**src/rtl/mytdm_demux2.sv**
```systemverilog
`default_nettype none
// ============================================================================
// Module      : mytdm_demux2
// Description : 2-channel TDM serial demultiplexer with frame sync, abort
//               detection and optional even-parity check (macro PARITY_EN).
// Revision    : 1.0 - initial release
// ============================================================================
module mytdm_demux2 #(
  parameter int WIDTH = 8
) (
  input  logic             clk,
  input  logic             rst_n,
  input  logic             din,
  input  logic             sync,
  output logic [WIDTH-1:0] Y0,
  output logic [WIDTH-1:0] Y1,
  output logic             valid,
  output logic             err
);

  localparam int              c_CW   = $clog2(2*WIDTH+1);
  localparam logic [c_CW-1:0] c_LAST = c_CW'(2*WIDTH-1);
  localparam logic [c_CW-1:0] c_ONE  = c_CW'(1);

`ifdef PARITY_EN
  typedef enum logic [1:0] {IDLE = 2'd0, SHIFT = 2'd1, PARITY = 2'd2} state_t;
`else
  typedef enum logic [1:0] {IDLE = 2'd0, SHIFT = 2'd1} state_t;
`endif

  state_t           r_state;
  state_t           w_next;
  logic [c_CW-1:0]  r_cnt;
  logic [WIDTH-1:0] r_sh0;
  logic [WIDTH-1:0] r_sh1;
  logic [WIDTH-1:0] w_y1;
  logic             w_start;
  logic             w_shift;
  logic             w_load;
  logic             w_abort;
  logic             w_perr;
`ifdef PARITY_EN
  logic             r_par;
`endif

  always_ff @(posedge clk or negedge rst_n) begin
    if (!rst_n) r_state <= IDLE;
    else        r_state <= w_next;
  end

  always_comb begin
    w_next  = r_state;
    w_start = 1'b0;
    w_shift = 1'b0;
    w_load  = 1'b0;
    w_abort = 1'b0;
    w_perr  = 1'b0;
    case (r_state)
      IDLE: begin
        if (sync) begin
          w_start = 1'b1;
          w_next  = SHIFT;
        end
      end
      SHIFT: begin
        if (sync) begin
          // Sync mid-frame restarts on this bit and flags the lost frame.
          w_start = 1'b1;
          w_abort = 1'b1;
        end else begin
          w_shift = 1'b1;
          if (r_cnt == c_LAST) begin
`ifdef PARITY_EN
            w_next = PARITY;
`else
            w_load = 1'b1;
            w_next = IDLE;
`endif
          end
        end
      end
`ifdef PARITY_EN
      PARITY: begin
        if (sync) begin
          w_start = 1'b1;
          w_abort = 1'b1;
        end else begin
          w_next = IDLE;
          if (din == r_par) w_load = 1'b1;
          else              w_perr = 1'b1;
        end
      end
`endif
      default: w_next = IDLE;
    endcase
  end

  // The final channel-1 bit is still on din when the words load without parity.
`ifdef PARITY_EN
  assign w_y1 = r_sh1;
`else
  assign w_y1 = {r_sh1[WIDTH-2:0], din};
`endif

  always_ff @(posedge clk or negedge rst_n) begin
    if (!rst_n) begin
      r_cnt <= '0;
      r_sh0 <= '0;
      r_sh1 <= '0;
      Y0    <= '0;
      Y1    <= '0;
      valid <= 1'b0;
      err   <= 1'b0;
`ifdef PARITY_EN
      r_par <= 1'b0;
`endif
    end else begin
      valid <= w_load;
      err   <= w_abort | w_perr;
      if (w_start) begin
        r_sh0 <= {r_sh0[WIDTH-2:0], din};
        r_cnt <= c_ONE;
`ifdef PARITY_EN
        r_par <= din;
`endif
      end else if (w_shift) begin
        if (r_cnt[0]) r_sh1 <= {r_sh1[WIDTH-2:0], din};
        else          r_sh0 <= {r_sh0[WIDTH-2:0], din};
        r_cnt <= r_cnt + c_ONE;
`ifdef PARITY_EN
        r_par <= r_par ^ din;
`endif
      end
      if (w_next == IDLE) r_cnt <= '0;
      if (w_load) begin
        Y0 <= r_sh0;
        Y1 <= w_y1;
      end
    end
  end

endmodule
`default_nettype wire

```
**config.mk**
```make
export PLATFORM = sky130hd
export DESIGN_NAME = mytdm_demux2
export DESIGN_NICKNAME = d
export VERILOG_FILES = /design/src/rtl/mytdm_demux2.sv
export SDC_FILE = /design/constraint.sdc
export NUM_CORES = 1
export LEC_CHECK = 0
export ABC_AREA = 1
export BUFFER_PORTS_ARGS = -buffer_cell sky130_fd_sc_hd__buf_2
export CAP_MARGIN = 5
export CORE_MARGIN = 2
export CORE_UTILIZATION = 50
export CTS_BUF_LIST = sky130_fd_sc_hd__clkbuf_8 sky130_fd_sc_hd__clkbuf_16
export DETAILED_ROUTE_END_ITERATION = 10
export GPL_TIMING_DRIVEN = 0
export MAX_ROUTING_LAYER = met4
export PLACE_DENSITY = 0.71
export SYNTH_ARGS = -nofsm -noshare
export SYNTH_HDL_FRONTEND = slang
export SYNTH_SLANG_ARGS = --single-unit
```
**constraint.sdc**
```tcl
create_clock -name clk -period 2.91 [get_ports clk]
set_input_delay 0.4365 -clock clk [delete_from_list [all_inputs] [get_ports clk]]
set_output_delay 0.4365 -clock clk [all_outputs]
set_load 0.05 [all_outputs]
```
==> flow_summary.ini <==
[outcome]
status = finished clean

[logic_synthesis]
synth_cell_types = 18
synth_nets = 180
muxShareOfSynthArea_pct = 0
synth_edf_count = 0
synthXorXnorAreaFrac_pct = 0.527
synth_area_leaders = dfrtp_1, nand2_1, nand3_1
syn_inst = 174
synth.most_common_cell = nand2_1
synth-seq-area-share_pct = 60.2
yosys.area_share.simple_pct = 32.2
yosysWarnings = 0
postSynthAreaPerCell_um2 = 9.56
synth_top_area_share_pct = 60.2
synth_top_family_by_area = simple AND/OR/NAND/NOR gates
ys.flop_type = dfrtp_1
ys_ff_latch = 40
synth_compound_area_share_pct = 0.301
synthArstFlopShare_pct = 100
synth_common_cells = nand2_1, dfrtp_1, nand3_1, nand4_1
netlist_area_um2 = 1660
synth_fa_ha_area_share_pct = 1.50
yosys.area.top_type = dfrtp_1

[worst_setup_path]
end_kind = register
rrSetupSlack_ns = 1.17
r2r_cells = 10
start_kind = register
critPathMaxStageDelay_ns = 0.40
crit_type = register to register
crit_slowest_cell = dfrtp_1
reg2reg_to = Y1[4]$_DFFE_PN0P_
cp.required_ns = 3.09
path_depth = 10
critPathCapture = Y1[4]$_DFFE_PN0P_
worst-path-buf-inv = 2
r2r-start = r_cnt[0]$_DFFE_PN0P_
cp_common_cell = nand2_1
path_max_fanout = 10
critical_path.top_delay_family = simple AND/OR/NAND/NOR gates
crit_path_start = r_cnt[0]$_DFFE_PN0P_
crit_chain = ha_1, nand2_1, nor2_1, ha_1, inv_1, nor2_4, nand2_4, buf_6, nand2_1, nand2_1
worstPathArrival_ns = 1.92

[timing]
relSlewSlack_pct = 42.8
max_slew.worst_pin.slew_ns = 0.859
rsz0062_at_grt = no
setup-tns-final_ns = 0
finalSetupViolations = 0
fmax_ghz = 0.573
period_minus_slack_ns = 1.74
drv_slew = 0
clock_skew_ns = 0.00395
hold_violations = 0
whs_ns = 0.252
fin_crit_sh_pct = 59.9

[floorplan]
ios = 22
start_util_pct = 53.6
placementRows = 20
dieArea_um2 = 3800
core-area_um2 = 3100
die_h_um = 61.7
fp.dieW_um = 61.7

[placement]
port_buffers = 21
place_inst = 239
place_congestion = 0.794
hpwl_um = 2180

[pwr]
p_switching_mw = 0.288
leakage_nw = 1.12
p_clk_share_pct = 39.5
vdd_ir_drop_max_v = 0.000312
pwr-share-comb_pct = 7.9
power_frac_seq_pct = 52.6
power.internal_mw = 0.940
power_mw = 1.23
sw_frac_of_total_pct = 23.4
p_per_area_nw_per_um2 = 630

[global_routing]
grt_first_pass_wirelength_um = 5400
antenna_found_initial = 0
overflow = 0
grt.total_usage_pct = 20.4
grt_max_degree = 41
grt_pass1_vias = 1233

[clock_tree]
htree_levels = 2
postCtsSetupRepairBufs = 0
clk_latency_ns = 0.29
cts_hold_buf = 0
cts_root_buffer = clkbuf_8
cts_tree = done
cts_buffers = 5
cts_buffer_depth = 2
ctsResizeCount = 0
cts.reportedPaths.clkPinSlew_ns = 0.07
cts.sinks = 40

[detailed_routing]
drtIter0Drc = 71
via_per_inst = 5.11
firstDrtPassIters = 4
ant_nets = 0
drt_wl_total_um = 3070
wl_per_cell_um = 12.4
drc = 0
vias = 1263

[final_layout]
fin_cells = 247
fillers = 296
post-route-util_pct = 62.8
antennaDiodeCount = 0
final_nets = 208
area_delta_synth_final_pct = 17.2
drive_gt1_share_pct = 21.7

[run]
maxCapViolations = 0

[hold_path]
holdCritPathClass = input port to asynchronous set/reset pin
-- power groups by stage --
stage / Sequential (mW) / Combinational [mW] / Clock, mW
global placement: 0.653 / 0.0938 / 0
floorplan: 0.646 / 0.0678 / 0
global route: 0.652 / 0.114 / 0.515
finish: 0.646 / 0.0965 / 0.485
CTS: 0.645 / 0.0983 / 0.493
detailed placement: 0.655 / 0.0981 / 0
-- stage by stage --
| step | setup WS, ns | cell area (um2) |
|---|---|---|
| floorplan | 1.41 | 1660 |
| global route | 0.976 | 1950 |
| global placement | 1.26 | 1820 |
| detailed placement | 1.19 | 1820 |
| CTS | 1.16 | 1950 |
| finish | 1.17 | 1950 |
-- placed cells by master, fill, tap and decap left out --
master	instances
nand4_1	9
nand2_1	67
buf_2	22
o21ai_0	1
nor2_8	1
nand2_4	3
nor2_1	6
nand3_2	1
inv_2	3
nand3_1	26
clkbuf_8	7
bufinv_16	1
inv_1	6
buf_4	3
dfrtp_1	40
ha_1	2
nor2_4	1
xnor2_1	1
conb_1	1
buf_6	2
-- flip-flops by register name (all words and copies together) (netlist names) --
register / cells
r_sh0: 8
Y1: 8
r_sh1: 7
Y0: 8
r_cnt: 5
err: 1
r_state: 2
valid: 1
-- cell families after synthesis --
logic type / Yosys count
compound gates: 1
fa+ha+maj: 2
flops: 40
simple gates: 114
buf+inv: 15
other cells: 1
xor+xnor: 1
-- layer usage --
metal / up-vias / track usage, % / part of all wire [%]
li1: 620 / - / -
met1: 602 / 23.7 / 42
met2: 33 / 33.7 / 52
met3: 8 / 3.78 / 4.5
met4: 0 / 10.0 / 1.8
met5: - / - / 0
-- worst min-delay path by stage --
stage	startpoint	to	slack, ns	cells past startpoint
6_report	rst_n	Y1[5]$_DFFE_PN0P_	0.25	1
5_1_grt	rst_n	r_sh0[3]$_DFFE_PN0P_	0.32	1
4_1_cts	rst_n	r_sh0[2]$_DFFE_PN0P_	0.28	1
3_5_place_dp	Y0[6]$_DFFE_PN0P_	Y0[6]$_DFFE_PN0P_	0.45	2
3_3_place_gp	Y1[7]$_DFFE_PN0P_	Y1[7]$_DFFE_PN0P_	0.45	2
2_1_floorplan	rst_n	Y0[0]$_DFFE_PN0P_	0.14	0
-- layout make-up --
cell class	instances	area, um2	area share (%)
tap	44	55.1	2.82
clock buffer	7	96.3	4.94
inverter	9	33.8	1.73
timing repair buffer	21	105	5.39
buffer	6	50.0	2.57
clock inverter	1	30.0	1.54
sequential	40	1000	51.3
multi-input combinational	119	578	29.7
Power figures use the tool's default switching activity.
